$ cat config.mk
export PLATFORM = sky130hd
export DESIGN_NAME = nibble_serial_adder
export DESIGN_NICKNAME = d
export VERILOG_FILES = /design/src/rtl/nibble_serial_adder.sv
export SDC_FILE = /design/constraint.sdc
export NUM_CORES = 1
export LEC_CHECK = 0
export BUFFER_PORTS_ARGS = -buffer_cell sky130_fd_sc_hd__buf_4
export CAP_MARGIN = 0
export CORE_UTILIZATION = 25
export CTS_BUF_LIST = sky130_fd_sc_hd__clkbuf_16
export CTS_CLUSTER_DIAMETER = 30
export DETAILED_ROUTE_END_ITERATION = 10
export SYNTH_ARGS = -nofsm -noshare
export SYNTH_HDL_FRONTEND = slang
export SYNTH_SLANG_ARGS = --single-unit
$ cat constraint.sdc
create_clock -name clk -period 2 [get_ports clk]
set_clock_uncertainty 0.1 [all_clocks]
set_input_delay 0.4 -clock clk [delete_from_list [all_inputs] [get_ports clk]]
set_output_delay 0.4 -clock clk [all_outputs]
set_load 0.05 [all_outputs]
$ cat src/rtl/nibble_serial_adder.sv
// Multi-precision adder sequencer. It adds two 4*NIBBLES-bit operands one
// nibble per cycle through an external 4-bit ripple adder. The carry between
// nibbles is chained through carry_r.
module nibble_serial_adder #(
    parameter int NIBBLES = 4
) (
    input  logic                 clk,
    input  logic                 rst_n,
    input  logic                 start,
    input  logic [4*NIBBLES-1:0] a,
    input  logic [4*NIBBLES-1:0] b,
    input  logic                 cin,
    output logic                 busy,
    output logic                 done,
    output logic [4*NIBBLES-1:0] sum,
    output logic                 cout,
    output logic [3:0]           add_x,
    output logic [3:0]           add_y,
    output logic                 add_cin,
    input  logic [3:0]           add_s,
    input  logic                 add_cout
);

    localparam int W  = 4 * NIBBLES;
    localparam int CW = (NIBBLES > 1) ? $clog2(NIBBLES) : 1;
    localparam logic [CW-1:0] LAST = CW'(NIBBLES - 1);

    typedef enum logic [1:0] {IDLE, RUN, DONE} state_t;

    state_t          state, state_nx;
    logic [W-1:0]    a_r, b_r, work_r, work_nx;
    logic            carry_r;
    logic [CW-1:0]   cnt;

    // State register
    always_ff @(posedge clk or negedge rst_n) begin
        if (!rst_n) state <= IDLE;
        else        state <= state_nx;
    end

    // Next state, status flags and adder drive (adder inputs are quiet outside RUN)
    always_comb begin
        state_nx = state;
        busy     = 1'b0;
        done     = 1'b0;
        add_x    = 4'h0;
        add_y    = 4'h0;
        add_cin  = 1'b0;
        case (state)
            IDLE: if (start) state_nx = RUN;
            RUN: begin
                busy    = 1'b1;
                add_x   = a_r[4*int'(cnt) +: 4];
                add_y   = b_r[4*int'(cnt) +: 4];
                add_cin = carry_r;
                if (cnt == LAST) state_nx = DONE;
            end
            DONE: begin
                done     = 1'b1;
                state_nx = start ? RUN : IDLE;
            end
            default: state_nx = IDLE;
        endcase
    end

    // Work vector with the current nibble merged in. The final result is taken
    // from this, so sum updates in one step and never shows partial nibbles.
    always_comb begin
        work_nx = work_r;
        work_nx[4*int'(cnt) +: 4] = add_s;
    end

    // Operand latch, nibble walk, carry chain and result capture
    always_ff @(posedge clk or negedge rst_n) begin
        if (!rst_n) begin
            a_r     <= '0;
            b_r     <= '0;
            work_r  <= '0;
            carry_r <= 1'b0;
            cnt     <= '0;
            sum     <= '0;
            cout    <= 1'b0;
        end else begin
            case (state)
                IDLE, DONE: begin
                    if (start) begin
                        a_r     <= a;
                        b_r     <= b;
                        carry_r <= cin;
                        cnt     <= '0;
                    end
                end
                RUN: begin
                    work_r  <= work_nx;
                    carry_r <= add_cout;
                    if (cnt == LAST) begin
                        sum  <= work_nx;
                        cout <= add_cout;
                    end else begin
                        cnt <= cnt + 1'b1;
                    end
                end
                default: ;
            endcase
        end
    end

endmodule

### Word level (Yosys, flattened, before mapping)

Cells that the tools add are included.

| word-level totals | value |
|---|---|
| bits in registers | 70 |
| bits in latches | 0 |
| memory bits (writable) | 0 |
| memory bits (read-only) | 0 |
| bits of input ports | 41 |
| output and inout port bits | 28 |
| logic and storage cells | 44 |
| memories kept | 0 |

| cells by class | value |
|---|---|
| $add $sub $neg | 2 |
| $mul | 0 |
| divide/modulo/power cells | 0 |
| $lt $le $gt $ge | 0 |
| equal/unequal tests | 7 |
| shifts and indexed selects | 4 |
| multiplexer cells | 15 |
| bitwise logic cells | 0 |
| reduce and logical (&&, ||, !) cells | 8 |

Operator list:

| cell | count |
|---|---|
| $neg 4->33 | 1 |
| $shift 4x33->16 const A | 1 |
| $shiftx 4x33->16 | 1 |
| $shiftx 16x5->4 | 2 |
| $bwmux 16 | 1 |
| $mux 2 | 4 |
| $mux 4 | 2 |
| $ne 2x2->1 const B | 4 |
| $reduce_and 2->1 | 4 |
| $pmux 2 s3 | 1 |
| $mux 1 | 5 |
| $eq 2x2->1 const B | 2 |
| $pmux 2 s2 | 1 |
| $reduce_and 3->1 | 1 |
| $add 2x1->2 const B | 1 |
| $eq 2x1->1 const B | 1 |
| $logic_not 2->1 | 1 |
| $pmux 1 s2 | 1 |
| $reduce_bool 2->1 | 1 |
| $reduce_or 2->1 | 1 |

### Longest topological paths before layout

Gate-level depths: netlist of run 1.

| depth | value |
|---|---|
| depth in word-level cells | 4 |
| mapped depth | 8 |
| depth with buffers taken out | 5 |

### Least setup slack after synthesis of run 1

OpenSTA, ideal clock, no wires.

| path | value |
|---|---|
| path type | reg-to-output |
| start point | register state[1] |
| end point | output add_x[0] |
| data arrival time | 1.732 ns |
| setup slack | -0.232 ns |
| stages on the path, launching flop included | 5 |
| buffers on the path | 1 |
| path through | dfrtp_1 nand2b_1 inv_2 clkbuf_1 and2_1 |

| on the way | value |
|---|---|
| word-level cells in the longest chain between the ends | 2 |

Ends and longest elaborated chain:

| element | RTL line | source |
|---|---|---|
| start: declaration | 30 | `state_t state, state_nx;` |
| start signal: assignment | 38 | `else state <= state_nx;` |
| $eq 2x1->1 | 49 | `case (state)` |
| $mux 4 | 49 |  |
| end: declaration | 17 | `output logic [3:0] add_x,` |

No other way between the ends.

### Worst setup path in the final report of run 1

| path | value |
|---|---|
| start point | register cnt[0] |
| end point | output add_x[2] |

| on the way | value |
|---|---|
| word-level cells in the longest chain between the ends | 2 |

Ends and longest elaborated chain:

| element | RTL line | source |
|---|---|---|
| start: declaration | 33 | `logic [CW-1:0] cnt;` |
| start signal: assignment | 100 | `cnt <= cnt + 1'b1;` |
| $shiftx 16x5->4 | 53 | `add_x = a_r[4*int'(cnt) +: 4];` |
| $mux 4 | 49 |  |

No other way between the ends.

==> results.toml, run 1 <==
[sta]
timing.final.crit_period_ps = 2221
postLayoutSetupSlackWorst_ps = -221.4
period_share_pct = 111.1
rsz_0062_raised_after_global_routing = "true"
fmax_mhz = 450.2
finalHoldViolations = 0
finalMaxSlewViolations = 0
slew_limit_headroom_pct = 67.51
timing.final.setup_violations = 8
worst_pin_slew_ps = 487.4
fin_tns_setup_ps = -1540

[synthesis]
synthesized_flop_and_latch_total = 70
synth_flop_cell = "dfrtp_1"
yosysMostFrequentCell = "dfrtp_1"
yosysSeqAreaShare_pct = 54.03
synth.yosys.warnings = 0
netlist-cell-type-count = 33
synthCells = 257
synth_enable_flop_cells = 0
synthTopCellsByCount = "70 x dfrtp_1, 33 x mux2_2, 17 x nor2_1, 11 x a21oi_1, 11 x buf_2"
netlist_area_sq_um = 3242
async_reset_ff_share_pct = 100.0
synth.avg_cell_area_sq_um = 12.61
netlist.top_cell.by_area = "dfrtp_1"
synth_top_area_share_pct = 54.03
ys_top_cells_by_area = "dfrtp_1 54%, mux2_2 11%, mux4_2 4.9%, a32o_1 3.1%, ha_1 2.3%"
synth.net_count = 304

[worst_setup_path]
path_delay_family = "multiplexers"
critPathBufInv = 2
timing.critical_path.depth = 4
crit_path_max_fanout = 6
worstRegToRegCells = 7
critPathSlowestCell = "mux4_2"
critical_path_class = "reg -> out"
worst-endpoint-required_ps = 1500
critPathMaxStageDelay_ps = 510
critPathCaptureType = "primary output"
arrival_ps = 1720
startpoint_type = "flip-flop"
crit_chain = "buf_6 -> mux4_2 -> and2_4 -> buf_8"

[power_and_ir_drop]
worst_ir_drop_vdd_mv = 1.051
p_per_area_nw_per_um2 = 2000
total_leakage_power_uw = 0.001942
post-layout-total-power_uw = 8943

[route]
via_count = 2310
route.antenna.remaining_nets = 0
post_drt_wl_per_cell_um = 14.60
drt_iter0_drc = 85
drt-total-wl_mm = 7.505
detailedRoute.firstPassIterationCount = 4
post_drt_via_cell_ratio = 4.494
detail_route.drc_violations = 0

[layout]
area_delta_synth_final_pct = 37.94
num_antenna_cells = 0
utilization_pct = 35.44
fillerInstances = 1276
final_nets = 384
proportion_of_layout_cells_with_a_drive_suffix_above_1_pct = 47.37

[outcome]
status = "finished with violations"
violations = "setup timing"

[die]
die_x_um = 115.9
overall_die_height_um = 115.9
pin_count = 69
initial_core_util_pct = 25.69
fp.coreArea_sq_um = 12620
dieArea_sq_um = 13430
rows = 41

[cts]
clockRootBuffer = "clkbuf_16"
clkTransAtPathRegs_ps = 60
clock_sink_count = 70
insertion_delay_ps = 330
clock_tree_from_tritoncts = "done"
htreeDepth = 3
clock_path_buffers = 2
cts_buffers = 9

[global_route]
global_route.usage.total_pct = 12.19
grt_pass1_wl_mm = 12.20
via_count_of_the_first_global_routing_pass = 2342
gr-total-overflow = 0
number_of_antenna_violations_at_the_first_check_in_global_routing = 0
grt_start_max_net_pins = 37

[hold_path]
min-delay-path-class = "in -> reg"
hold_depth = 3

[place]
numPortBuffers = 68
dp_hpwl_mm = 5.045
placer_congestion_estimate = 0.7315

[job]
cap_viol_max_count = 0
logic make-up (layout without fill, tap and decap cells):
family | Yosys count | in the layout | share of synthesized area [%]
fa+ha+maj | 6 | 6 | 2.316
buf+inv | 25 | 110 | 4.129
compound gates | 44 | 44 | 9.996
mux | 42 | 42 | 17.45
flops | 70 | 70 | 54.03
simple gates | 70 | 70 | 12.08
where the power goes:
part / internal (uW) / switching, uW / leakage [uW]
logic: 2240 / 2670 / 0.000940
registers: 2130 / 378 / 0.000854
clock network: 946 / 585 / 0.000149
placed cells by master, fill, tap and decap left out, types with 9 or more instances in the layout:
cell and instances:
a32o_1 10, a21oi_1 11, nor2_1 16, mux2_2 33, buf_4 72, nand2_1 9, clkbuf_16 9, a31oi_1 9
dfrtp_1 70
per-stage QoR:
stage	cell area [sq um]	std cells	hold WS, ps	worst slack (ps)
after detailed placement	3995	490	304.5	68.41
after CTS	4392	512	170.8	-253.4
final	4472	514	186.0	-221.4
after global routing	4472	514	188.6	-284.0
after floorplan	3243	257	4.409	33.11
after global placement	3995	490	292.5	107.0
area by class of cell:
cell class / instances / area, sq um / share of cell area, %
multi-input cells: 162 / 1414 / 31.62
flip-flops and latches: 70 / 1752 / 39.17
well taps: 172 / 215.2 / 4.813
repair buffers: 88 / 775.7 / 17.35
inverters: 5 / 23.77 / 0.5316
clock inverters: 7 / 58.81 / 1.315
clock buffers: 9 / 225.2 / 5.036
repair inverters: 1 / 7.507 / 0.1679
worst paths after layout:
path | to | from | slack (ps)
min in group asynchronous | sum[1]$_DFFE_PN0P_ | rst_n | 470
max in group asynchronous | a_r[14]$_DFFE_PN0P_ | rst_n | 760
min | carry_r$_DFFE_PN0P_ | add_cout | 190
min reg2reg | work_r[1]$_DFFE_PN0P_ | work_r[1]$_DFFE_PN0P_ | 380
max | add_x[2] | cnt[0]$_DFFE_PN0P_ | -220
max reg2reg | work_r[4]$_DFFE_PN0P_ | cnt[0]$_DFFE_PN0P_ | 100
registers in the layout, summed over array words and instances, names as in the netlist:
signal	count
carry_r	1
sum	16
a_r	16
cout	1
state	2
cnt	2
work_r	16
b_r	16
layer usage:
layer,wire (um),track usage (%),vias up
met5,0,0,-
met4,104,4.615,0
met3,551,4.812,11
met2,3524,18.69,73
met1,3325,15.44,1129
li1,-,-,1097
worst reg2reg max path: stages (launching register included):
cell     delay [ps]
dfrtp_1         410
buf_6           140
buf_4           100
inv_2            50
ha_1            270
nor3b_4         360
and3_1          250
a32o_1          170
timing repair:
action / in CTS / in global routing
setup endpoints to repair: 10 / 29
pin swaps: 0 / 8
hold endpoints to repair: 35 / 0
gates cloned: 1 / 0
resized for setup: 23 / 16
hold buffers: 1 / 0
buffers inserted: 4 / 2
(Power assumes the default switching activity.)
==> inputs of run 2 (changes only) <==
Settings changed: CELL_PAD_IN_SITES_DETAIL_PLACEMENT set to 0, CELL_PAD_IN_SITES_GLOBAL_PLACEMENT set to 1, PLACE_DENSITY_LB_ADDON set to 0.1.
==> results.toml, run 2 (synthesized netlist as in run 1, its figures left out) <==
[die]
die_x_um = 115.9
dieArea_sq_um = 13430
rows = 41
initial_core_util_pct = 25.69
fp.coreArea_sq_um = 12620
overall_die_height_um = 115.9
pin_count = 69

[layout]
layout.cells.most_common = "buf_4"
final_nets = 382
utilization_pct = 35.36
proportion_of_layout_cells_with_a_drive_suffix_above_1_pct = 47.20
final_area_sq_um = 4462
area_delta_synth_final_pct = 37.63
multi_input_comb_area_sq_um = 1429
most-common-layout-cells = "70 x buf_4, 69 x dfrtp_1, 33 x mux2_2, 17 x nor2_1, 11 x a21oi_1"
ff_latch_area_sq_um = 1753
num_antenna_cells = 0
fillerInstances = 1317

[sta]
fmax_mhz = 452.6
timing.final.crit_period_ps = 2210
finalHoldWorstSlack_ps = 176.7
period_share_pct = 110.5
worst_pin_slew_ps = 472.8
timing.final.setup_violations = 8
finalHoldViolations = 0
postLayoutSetupSlackWorst_ps = -209.6
slew_limit_headroom_pct = 68.48
fin_tns_setup_ps = -1511
rsz_0062_raised_after_global_routing = "true"
finalMaxSlewViolations = 0

[worst_setup_path]
arrival_ps = 1710
setup.worst_path.start = "cnt[0]$_DFFE_PN0P_"
critPathMaxStageDelay_ps = 500
crit_path_max_fanout = 5
startpoint_type = "flip-flop"
worst-endpoint-required_ps = 1500
r2r-start = "cnt[0]$_DFFE_PN0P_"
critPathCaptureType = "primary output"
path_delay_family = "multiplexers"
critPathSlowestCell = "mux4_2"
crit_chain = "buf_6 -> mux4_2 -> and2_4 -> buf_8"
critical_path_class = "reg -> out"
critPathBufInv = 2

[route]
route.met3.wl_um = 558
post_drt_wl_per_cell_um = 15.29
topRoutingLayerUsed = "met4"
met1Wirelength_mm = 3.440
detailedRoute.firstPassIterationCount = 4
drt_iter0_drc = 65
detail_route.drc_violations = 0
via_count = 2286
route.antenna.remaining_nets = 0
post_drt_via_cell_ratio = 4.474
drt-total-wl_mm = 7.812
met2_length_mm = 3.712

[power_and_ir_drop]
p_per_area_nw_per_um2 = 1990
worst_ir_drop_vdd_mv = 0.9292
total_leakage_power_uw = 0.001927

[global_route]
grt_start_max_net_pins = 35
global_route.usage.total_pct = 13.07
grt_pass1_wl_mm = 12.85
gr-total-overflow = 0
number_of_antenna_violations_at_the_first_check_in_global_routing = 0
via_count_of_the_first_global_routing_pass = 2421

[place]
placed_cell_area_sq_um = 4005
numPortBuffers = 68
placer_congestion_estimate = 0.6724
dp_hpwl_mm = 5.511
dp_slack_ps = 71.75

[outcome]
status = "finished with violations"
violations = "setup timing"

[cts]
clock_tree_from_tritoncts = "done"
insertion_delay_ps = 330
clkTransAtPathRegs_ps = 50
cts_buffers = 9
htreeDepth = 3
clock_path_buffers = 2
clockRootBuffer = "clkbuf_16"
clock_sink_count = 70

[hold_path]
min-delay-path-class = "in -> reg"
holdCritStartpoint = "add_cout"

[job]
cap_viol_max_count = 0
run 2: worst reg2reg max path, cell delays in order, from the launching register on:
cell and delay (ps):
dfrtp_1 420, buf_6 140, buf_4 140, inv_1 170, ha_4 250, buf_4 160
and3_1 170, a32o_1 250
run 2: per-layer routing:
metal  track usage, %  vias up
li1                 -     1090
met1            15.76     1130
met2            20.56       56
met3            6.433       10
met4            3.846        0
met5                0        -
run 2: final timing paths:
| check | cells past startpoint | endpoint | slack, ps |
|---|---|---|---|
| setup / recovery | 4 | add_y[2] | -210 |
| hold / removal | 3 | carry_r$_DFFE_PN0P_ | 180 |
| setup reg to reg | 7 | work_r[7]$_DFFE_PN0P_ | 90 |
| hold reg to reg | 1 | work_r[3]$_DFFE_PN0P_ | 380 |
| max in group asynchronous | 3 | sum[12]$_DFFE_PN0P_ | 800 |
| min in group asynchronous | 2 | sum[1]$_DFFE_PN0P_ | 470 |
run 2: what timing repair did:
item / CTS / global route
gates resized for setup: 27 / 17
setup buffers: 1 / 0
endpoints found under the hold margin: 31 / 0
endpoints found under the setup margin: 10 / 32
pin swaps: 0 / 11
hold buffers: 1 / 0
gates cloned: 1 / 0
run 2: cell type report:
cell class / instances / share of cell area, %
Clock inverter: 6 / 1.234
Timing Repair inverter: 1 / 0.1402
Inverter: 5 / 0.5889
Clock buffer: 9 / 5.048
Tap cell: 172 / 4.823
Sequential cell: 70 / 39.29
Timing Repair Buffer: 86 / 16.85
Multi-Input combinational cell: 162 / 32.02
run 2: where the power goes:
part	internal [uW]	switching (uW)	leakage, uW
clock network	944	579	0.000140
logic	2200	2650	0.000935
registers	2130	370	0.000853
run 2: stage by stage:
| stage | total power, uW | cells |
|---|---|---|
| CTS | 8802 | 511 |
| global route | 9493 | 511 |
| floorplan | 5573 | 257 |
| finish | 8878 | 511 |
| detailed placement | 6840 | 493 |
| global placement | 6808 | 493 |
